$ cat src/rtl/spwm_phase_seq.sv
// spwm_phase_seq
// Upstream sequencer for the sine-PWM generator. Walks the sine-table index
// 0..SEL_LAST through one half-sine per polarity. The index only moves on PWM
// frame boundaries, so the downstream duty value never changes mid-frame.
//
// Ports
//   clk         single clock, rising edge
//   rst         synchronous, active-high reset
//   start       1-cycle pulse, begins sequencing when idle
//   stop        1-cycle pulse, graceful stop at the next half-cycle boundary
//   oneshot     sampled with start; run one full cycle (both halves) then stop
//   step_div    frames per index step minus 1
//   sel1        sine-table index to the PWM stage
//   polarity    0 = positive half, 1 = negative half
//   frame_tick  1-cycle pulse on the last clock of each frame
//   half_done   1-cycle pulse when the index wraps SEL_LAST -> 0
//   cycle_done  1-cycle pulse when the negative half completes
//   busy        high in RUN or STOPPING
//
// state      | meaning
// -----------+-----------------------------------------------------------
// S_IDLE     | counters held at 0, sel1 = 0, polarity = 0
// S_RUN      | normal sequencing
// S_STOPPING | sequencing continues until the next half-cycle boundary

module spwm_phase_seq #(
  parameter int FRAME_LEN = 101,
  parameter int SEL_LAST  = 35,
  parameter int DIV_W     = 8
) (
  input  logic             clk,
  input  logic             rst,
  input  logic             start,
  input  logic             stop,
  input  logic             oneshot,
  input  logic [DIV_W-1:0] step_div,
  output logic [5:0]       sel1,
  output logic             polarity,
  output logic             frame_tick,
  output logic             half_done,
  output logic             cycle_done,
  output logic             busy
);

  localparam logic [1:0] S_IDLE     = 2'd0;
  localparam logic [1:0] S_RUN      = 2'd1;
  localparam logic [1:0] S_STOPPING = 2'd2;

  localparam logic [6:0] FCNT_LAST = 7'(FRAME_LEN - 1);
  localparam logic [6:0] FCNT_PRE  = 7'(FRAME_LEN - 2);
  localparam logic [5:0] SEL_MAX   = 6'(SEL_LAST);

  logic [1:0]       state;
  logic [6:0]       fcnt;
  logic [DIV_W-1:0] dcnt;
  logic [DIV_W-1:0] div_q;
  logic             os_q;

  logic step_now;
  logic wrap_now;
  logic end_now;

  // frame_tick is itself the registered "fcnt == last" decode, so the step
  // decision is taken on the edge that closes the frame.
  always_comb begin
    step_now = 1'b0;
    wrap_now = 1'b0;
    end_now  = 1'b0;
    if (state != S_IDLE) begin
      step_now = frame_tick && (dcnt == div_q);
      wrap_now = step_now && (sel1 == SEL_MAX);
      end_now  = wrap_now && ((state == S_STOPPING) || (polarity && os_q));
    end
  end

  always_ff @(posedge clk) begin
    if (rst) begin
      state      <= S_IDLE;
      fcnt       <= '0;
      dcnt       <= '0;
      div_q      <= '0;
      os_q       <= 1'b0;
      sel1       <= '0;
      polarity   <= 1'b0;
      frame_tick <= 1'b0;
      half_done  <= 1'b0;
      cycle_done <= 1'b0;
    end else begin
      frame_tick <= 1'b0;
      half_done  <= 1'b0;
      cycle_done <= 1'b0;
      case (state)
        S_IDLE: begin
          fcnt     <= '0;
          dcnt     <= '0;
          sel1     <= '0;
          polarity <= 1'b0;
          if (start && !stop) begin
            state <= S_RUN;
            div_q <= step_div;
            os_q  <= oneshot;
          end
        end
        S_RUN, S_STOPPING: begin
          fcnt       <= (fcnt == FCNT_LAST) ? '0 : fcnt + 7'd1;
          frame_tick <= (fcnt == FCNT_PRE);
          if ((state == S_RUN) && stop)
            state <= S_STOPPING;
          if (frame_tick) begin
            if (step_now) begin
              dcnt  <= '0;
              // A new divisor only applies from the following step.
              div_q <= step_div;
              if (wrap_now) begin
                sel1       <= '0;
                polarity   <= ~polarity;
                half_done  <= 1'b1;
                cycle_done <= polarity;
              end else begin
                sel1 <= sel1 + 6'd1;
              end
            end else begin
              dcnt <= dcnt + DIV_W'(1);
            end
          end
          // Leaving on a half boundary: sel1 already wraps to 0 above,
          // polarity is forced back to the positive half.
          if (end_now) begin
            state    <= S_IDLE;
            fcnt     <= '0;
            dcnt     <= '0;
            polarity <= 1'b0;
          end
        end
        default: state <= S_IDLE;
      endcase
    end
  end

  assign busy = (state != S_IDLE);

endmodule

$ cat config.mk
export PLATFORM = sky130hd
export DESIGN_NAME = spwm_phase_seq
export DESIGN_NICKNAME = d
export VERILOG_FILES = /design/src/rtl/spwm_phase_seq.sv
export SDC_FILE = /design/constraint.sdc
export NUM_CORES = 1
export LEC_CHECK = 0
export CORE_MARGIN = 5
export CORE_UTILIZATION = 55
export DETAILED_ROUTE_END_ITERATION = 12
export PLACE_DENSITY_LB_ADDON = 0.12
export SLEW_MARGIN = 10
export SYNTH_ARGS = -nofsm -noshare
export SYNTH_HDL_FRONTEND = slang
export SYNTH_SLANG_ARGS = --single-unit
export TNS_END_PERCENT = 50
$ cat constraint.sdc
create_clock -name clk -period 2.1 [get_ports clk]
set_input_delay 0.21 -clock clk [delete_from_list [all_inputs] [get_ports clk]]
set_output_delay 0.21 -clock clk [all_outputs]
set_load 0.01 [all_outputs]
# Yosys cells after proc, flatten, opt, wreduce, memory -nomap -nowiden
# Index checks and enable logic that the tools add are counted.
# op_classes
div_mod_pow	0
n_shift	0
reduce_logical	21
n_eq_ne	13
n_addsub	3
n_mux	28
magnitude_cmp	0
n_bitwise	5
multipliers	0
# op_table
operator	count
8-bit 2-to-1 mux	6
8-bit case mux with 2 select lines	2
6-bit 2-to-1 mux	3
7-bit equality test (second input constant)	2
7-bit 2-to-1 mux	2
7-bit case mux with 2 select lines	1
3-bit inequality test (second input constant)	4
6-bit case mux with 2 select lines	1
8-bit by 1-bit adder with 8-bit output (second input constant)	1
8-bit equality test	1
1-bit 2-to-1 mux	8
4-bit AND reduction	2
7-bit by 1-bit adder with 7-bit output (second input constant)	1
6-bit by 1-bit adder with 6-bit output (second input constant)	1
6-bit equality test (second input constant)	1
1-bit logical AND	6
2-bit 2-to-1 mux	3
2-bit inequality test (second input constant)	3
2-bit AND reduction	3
1-bit inverter	5
5-bit OR reduction	1
2-bit case mux with 2 select lines	1
2-bit nonzero test	2
2-bit OR reduction	2
other kinds (8)	8
# word_totals
ff_bits	36
latchBits	0
output_inout_bits	11
romBits	0
mem_count	0
in_bits	13
mem_bits_rw	0

# Depth between registers and ports, before layout
# Gate-level depths: netlist of the first run.
# depth
ltp_word	9
depth_mapped	8
ltp_nobuf	7

# Least setup slack after synthesis of the first run
# Ideal clock, no wire load.
# synth_path
kind	register to register
start	reg state[0]
end	reg div_q[0]
path_stages_with_launch	8
path_slack_ns	0.268
t_required_ns	2.028
n_path_buf	0
setup_time_ns	0.072
arrival_time_ns	1.760
path_cell_list	dfxtp_1 inv_1 ha_1 nand2b_1 nor2_2 a31oi_4 nor3_4 mux2i_1
# synth_between
elab_chain_len	4
# synth_lines
item	line	text
start: declaration	53	logic [1:0] state;
start signal: assignment	78	state <= S_IDLE;
start signal: assignment	99	state <= S_RUN;
start signal: assignment	108	state <= S_STOPPING;
2-bit equality test (tied with other cells)	92	case (state)
2-bit OR reduction or 1-bit 2-to-1 mux (tied branches)	92, 69	
2-bit inequality test (no source line) or 2-bit nonzero test (tied branches)	n/a	
4-bit AND reduction (no source line)	n/a	
end signal: assignment	100	div_q <= step_div;
end signal: assignment	113	div_q <= step_div;
end: declaration	56	logic [DIV_W-1:0] div_q;
# Several ways; a longest one is shown, not always the timed one.
# A chain may end at the register's enable or synchronous reset.

# Final worst setup path of the first run
# layout_path
start	reg state[1]
end	reg sel1[4]
# layout_between
elab_chain_len	6
# layout_lines
item	line	text
2-bit nonzero test	69	if (state != S_IDLE) begin
1-bit 2-to-1 mux	69	
6-bit 2-to-1 mux	114	if (wrap_now) begin
6-bit 2-to-1 mux	110	if (step_now) begin
6-bit 2-to-1 mux	109	if (frame_tick) begin
6-bit case mux with 2 select lines	92	
end signal: assignment	120	sel1 <= sel1 + 6'd1;
end: declaration	37	output logic [5:0] sel1,
# Several ways; a longest one is shown, not always the timed one. The select of a mux whose other input is x is not followed.

==> results of run 1 <==
==> report_power, final <==
| part | total, mW | switching [mW] | internal, mW |
|---|---|---|---|
| sequential | 0.725 | 0.0188 | 0.706 |
| combinational | 0.239 | 0.130 | 0.109 |
| clock | 0.393 | 0.229 | 0.164 |
| total | 1.36 | 0.378 | 0.979 |
==> sequential cells by signal, summed over array words and instances (netlist names) <==
signal and cells:
os_q 1, polarity 1, fcnt 7, state 2
sel1 6, dcnt 8, frame_tick 1, cycle_done 1
half_done 1, div_q 8
==> cell families (layout without fill, tap and decap cells) <==
| logic type | after synthesis | count (layout) | share of synthesized area |
|---|---|---|---|
| AOI/OAI and AO/OA | 34 | 34 | 0.118 |
| and+or+nand+nor | 101 | 101 | 0.301 |
| muxes | 10 | 10 | 0.0528 |
| adders and majority gates | 8 | 8 | 0.0522 |
| DFF | 36 | 36 | 0.375 |
| buffers and inverters | 16 | 47 | 0.0319 |
| xor gates and xnor gates | 15 | 15 | 0.0684 |
==> final cells by class <==
type                            count  share of cell area
Sequential cell                    36               0.313
Clock buffer                        7              0.0239
Clock inverter                      1             0.00326
Timing Repair Buffer               30               0.124
Inverter                            9              0.0147
Tap cell                           46              0.0250
Multi-Input combinational cell    168               0.496
==> per-layer routing <==
layer | global-route usage | part of all wire
met1 | 0.197 | 0.45
met2 | 0.280 | 0.48
met3 | 0.0436 | 0.058
met4 | 0.0716 | 0.012
met5 | 0 | 0
==> worst register-to-register path: cells and delay by family (launching register included) <==
family / cells / cell delay, ns
AND/OR/NAND/NOR: 2 / 0.75
flip-flops: 1 / 0.39
adder cells (fa/ha/maj): 1 / 0.38
AO/OA/AOI/OAI: 2 / 0.31
buffers and inverters: 1 / 0.09
==> metrics by stage <==
stage	std cells	setup TNS, ns
2_1_floorplan	220	0
3_3_place_gp	289	0
3_5_place_dp	289	0
4_1_cts	297	0
5_1_grt	297	-0.00575
6_report	297	0
==> worst paths after layout <==
path,from,to,slack (ns),cells after the start
max,state[1],sel1[4],0.12,6
min,step_div[7],div_q[7],0.42,3
max reg2reg,state[1],sel1[4],0.12,6
min reg2reg,div_q[4],div_q[4],0.49,2
==> synth_stat cells, types with 3 or more instances <==
library cell,instances
ha_1,8
mux2i_1,9
a31oi_1,6
a21oi_1,15
nand4_1,9
xnor2_1,4
nand4b_1,3
nand3_1,13
o21ai_0,3
dfxtp_1,36
nor2_1,15
xor2_1,11
nor3_1,7
nand2_1,19
clkbuf_1,6
inv_1,9
nand2b_1,18
==> timing repair <==
item / in CTS / in global routing
setup buffers: 0 / 0
endpoints found under the setup margin: 0 / 5
gates resized for setup: 0 / 3
==> flow_summary.ini, run 1 <==
[layout]
drive_above_1_share = 0.108
final_util = 0.685
multi_input_area_um2 = 1140
register_area_um2 = 722
antenna-diode-count = 0
fill_cells = 310
layout_commonest_cell = dfxtp_1
final_cell_mix = dfxtp_1, clkdlybuf4s50_1, nand2_1, nand2b_1
syn_to_final_growth_pct = 20.1
nets = 271
fin_area_um2 = 2300

[yosys]
ys_ff_latch = 36
synth_cell_types = 41
synth-edff-count = 0
mappedNetlistArea_um2 = 1920
synth_area_leaders = dfxtp_1, nand2b_1, ha_1
synth-seq-area-share = 0.375
synth_flop_cell = dfxtp_1
synth.avg_cell_area_um2 = 8.72
netlist_instances = 220
async_reset_ff_frac = 0
ys_warn_count = 0
yosysTopAreaCell = dfxtp_1
synth_top_area_share = 0.375
syn_nets = 241

[setup_path]
crit_path_max_incr_delay_ns = 0.54
required_ns = 2.38
crit_chain = inv_1 -> ha_1 -> nor2_1 -> a21oi_1 -> or4_1 -> a21oi_1
crit_top_cell = a21oi_1
endpoint_kind = flip-flop
critPathArrivalTime_ns = 2.25
crit_type = flip-flop to flip-flop
start_kind = flip-flop
critPathBufInv = 1
worst-path-max-fanout = 9
crit_family = simple AND/OR/NAND/NOR gates
cpMaxStageDelayCell = or4_1

[die]
core-area_um2 = 3360
start_util = 0.571
ioPinCount = 24
row_count = 21
fp.dieW_um = 69.1
dieHeight_um = 69.1
die-area_um2 = 4770

[timing]
maxSlewHeadroom = 0.584
slew_violations = 0
fin_ws_ns = 0.125
hold-worst-slack_ns = 0.425
finalCritPeriodShare = 0.941
skew_ns = 0.0118
finalHoldViolCount = 0
setup_viol = 0
max_clock_freq_mhz = 506
min_period_ns = 1.98
worst_pin_slew_ns = 0.624

[detailed_routing]
wl_um = 3880
drc = 0
drtIter0Drc = 134
vias_per_cell = 5.57
ant_nets = 0
vias = 1653
drtPass1Iterations = 4
avgRoutedWirePerCell_um = 13.1

[clock_network]
numCtsBuffers = 5
cts.sinks = 36
cts_tree = yes
clk_path_buf_depth = 2
clk_latency_ns = 0.34
cts_root_buf = clkbuf_4
ctsHoldBuffers = 0
h-tree-depth = 2
path_clk_slew_ns = 0.11

[global_routing]
grt_start_max_net_pins = 29
antenna_found_initial = 0
grt-ovfl-total = 0
grt_pass1_wl_um = 6620
grt_pass1_vias = 1491
gr-usage-all-layers = 0.166

[worst_hold_path]
hold_class = input pin to flip-flop

[power_and_ir_drop]
p_per_area_nw_per_um2 = 589
p_leak_nw = 0.830
max-vdd-ir-drop_uv = 389
p_total_mw = 1.36

[place]
dp_slack_ns = 0.113
port_buffers = 23
hpwl_um = 2800
place_area_um2 = 2230
place_congestion = 0.792

[run_status]
outcome = finished clean

[flow_run]
max-cap-violations = 0
Power figures use the tool's default switching activity.
==> run 2: changes to the inputs <==
--- a/config.mk
+++ b/config.mk
@@ -7,8 +7,11 @@
 export LEC_CHECK = 0
 export CORE_MARGIN = 5
 export CORE_UTILIZATION = 55
+export CTS_CLUSTER_SIZE = 20
 export DETAILED_ROUTE_END_ITERATION = 12
+export HOLD_SLACK_MARGIN = 0.05
 export PLACE_DENSITY_LB_ADDON = 0.12
+export RECOVER_POWER = 50
 export SLEW_MARGIN = 10
 export SYNTH_ARGS = -nofsm -noshare
 export SYNTH_HDL_FRONTEND = slang
==> flow_summary.ini, run 2 (synthesis results as in run 1) <==
[clock_network]
cts_tree = yes
numCtsBuffers = 5
path_clk_slew_ns = 0.11
cts_root_buf = clkbuf_4
ctsHoldBuffers = 0
cts.sinks = 36
h-tree-depth = 2
clk_path_buf_depth = 2
clk_latency_ns = 0.34

[global_routing]
grtUsageMet2 = 0.280
grt_use_met1 = 0.197
use_met3 = 0.0436
grt-busiest-layer = met2
grt_pass1_wl_um = 6620
grt_start_max_net_pins = 29
grt-ovfl-total = 0
gr-usage-all-layers = 0.166
grt_pass1_vias = 1491
antenna_found_initial = 0

[timing]
worst_pin_slew_ns = 0.626
max_clock_freq_mhz = 506
hold-worst-slack_ns = 0.422
finalCritPeriodShare = 0.942
skew_ns = 0.0112
setup-tns-final_ns = 0
finalHoldViolCount = 0
setup_viol = 0
min_period_ns = 1.98
fin_ws_ns = 0.122
slew_violations = 0
maxSlewHeadroom = 0.583

[setup_path]
crit-reg2reg-launch = state[1]
start_kind = flip-flop
rrSetupSlack_ns = 0.12
ff2ff_path_depth = 6
critPathArrivalTime_ns = 2.26
crit_type = flip-flop to flip-flop
required_ns = 2.38
timing.rr.end = sel1[4]
worst-path-max-fanout = 9
endpoint_kind = flip-flop

[worst_hold_path]
hold_end = div_q[7]
min_from = step_div[7]
holdPathStages = 3
hold_class = input pin to flip-flop

[power_and_ir_drop]
p_sw_mw = 0.379
intPower_mw = 0.978
p_comb_frac = 0.176
p_per_area_nw_per_um2 = 590
clkPwrFrac = 0.290
power.share.sequential = 0.534
p_leak_nw = 0.849
switching_share = 0.279
max-vdd-ir-drop_uv = 389

[layout]
final_cells = 297
nets = 271
final_cell_mix = dfxtp_1, nand2_1, nand2b_1, nor2_1, a21oi_1
multi_input_area_um2 = 1140
top_regs = dcnt x8, div_q x8, fcnt x7
fill_cells = 312
syn_to_final_growth_pct = 19.9
antenna-diode-count = 0
layout_commonest_cell = dfxtp_1
register_area_um2 = 722
drive_above_1_share = 0.104

[die]
start_util = 0.571
row_count = 21
fp.dieW_um = 69.1
die-area_um2 = 4770
core-area_um2 = 3360
dieHeight_um = 69.1
ioPinCount = 24

[detailed_routing]
drc = 0
wl_um = 3900
vias = 1659
vias_per_cell = 5.59
avgRoutedWirePerCell_um = 13.1
ant_nets = 0
drtPass1Iterations = 4
drtIter0Drc = 135

[flow_run]
max-cap-violations = 0

[place]
hpwl_um = 2800
place_congestion = 0.792
placed_cells = 289
dp_slack_ns = 0.113
port_buffers = 23

[run_status]
outcome = finished clean
[run 2: changes by cell type in the layout (fill, tap and decap cells not counted), sizes merged]
cell | before | now
clkdlybuf4s25 | 0 | 1
dlymetal6s2s | 1 | 0
dlygate4sd3 | 0 | 10
clkdlybuf4s50 | 22 | 12
[run 2: power by group through the flow]
stage / registers, mW / logic, mW / clock network [mW]
after global placement: 0.739 / 0.233 / 0
after global routing: 0.727 / 0.261 / 0.440
after detailed placement: 0.740 / 0.238 / 0
final: 0.725 / 0.239 / 0.394
after CTS: 0.724 / 0.239 / 0.409
after floorplan: 0.739 / 0.158 / 0
[run 2: layer usage]
metal | vias to the layer above | wire length (um)
met4 | 0 | 48
li1 | 844 | -
met5 | - | 0
met1 | 763 | 1760
met2 | 48 | 1870
met3 | 4 | 217
[run 2: final cells by class]
cell class	count	share of cell area
Clock buffer	7	0.0239
Clock inverter	1	0.00326
Inverter	9	0.0147
Multi-Input combinational cell	168	0.496
Sequential cell	36	0.314
Tap cell	46	0.0250
Timing Repair Buffer	30	0.123
[run 2: per-stage QoR]
step	util	total power [mW]	instance area, um2
2_1_floorplan	-	0.896	1920
3_3_place_gp	0.664	0.973	2230
3_5_place_dp	0.664	0.978	2230
4_1_cts	0.682	1.37	2290
5_1_grt	0.684	1.43	2300
6_report	0.684	1.36	2300
[run 2: critical path: stages, from the launching register on]
cell	delay (ns)
dfxtp_1	0.39
inv_1	0.10
ha_1	0.38
nor2_1	0.20
a21oi_1	0.16
or4_1	0.55
a21oi_1	0.15
[run 2: worst max path at each step]
stage / from / end / cells past startpoint
2_1_floorplan: state[0] / div_q[0] / 7
3_3_place_gp: state[0] / sel1[3] / 6
3_5_place_dp: state[0] / sel1[4] / 6
4_1_cts: state[0] / busy / 5
5_1_grt: state[1] / sel1[3] / 6
6_report: state[1] / sel1[4] / 6
[run 2: what timing repair did]
action,CTS,global route
setup endpoints to repair,0,5
buffers inserted,0,0
resized for setup,0,3
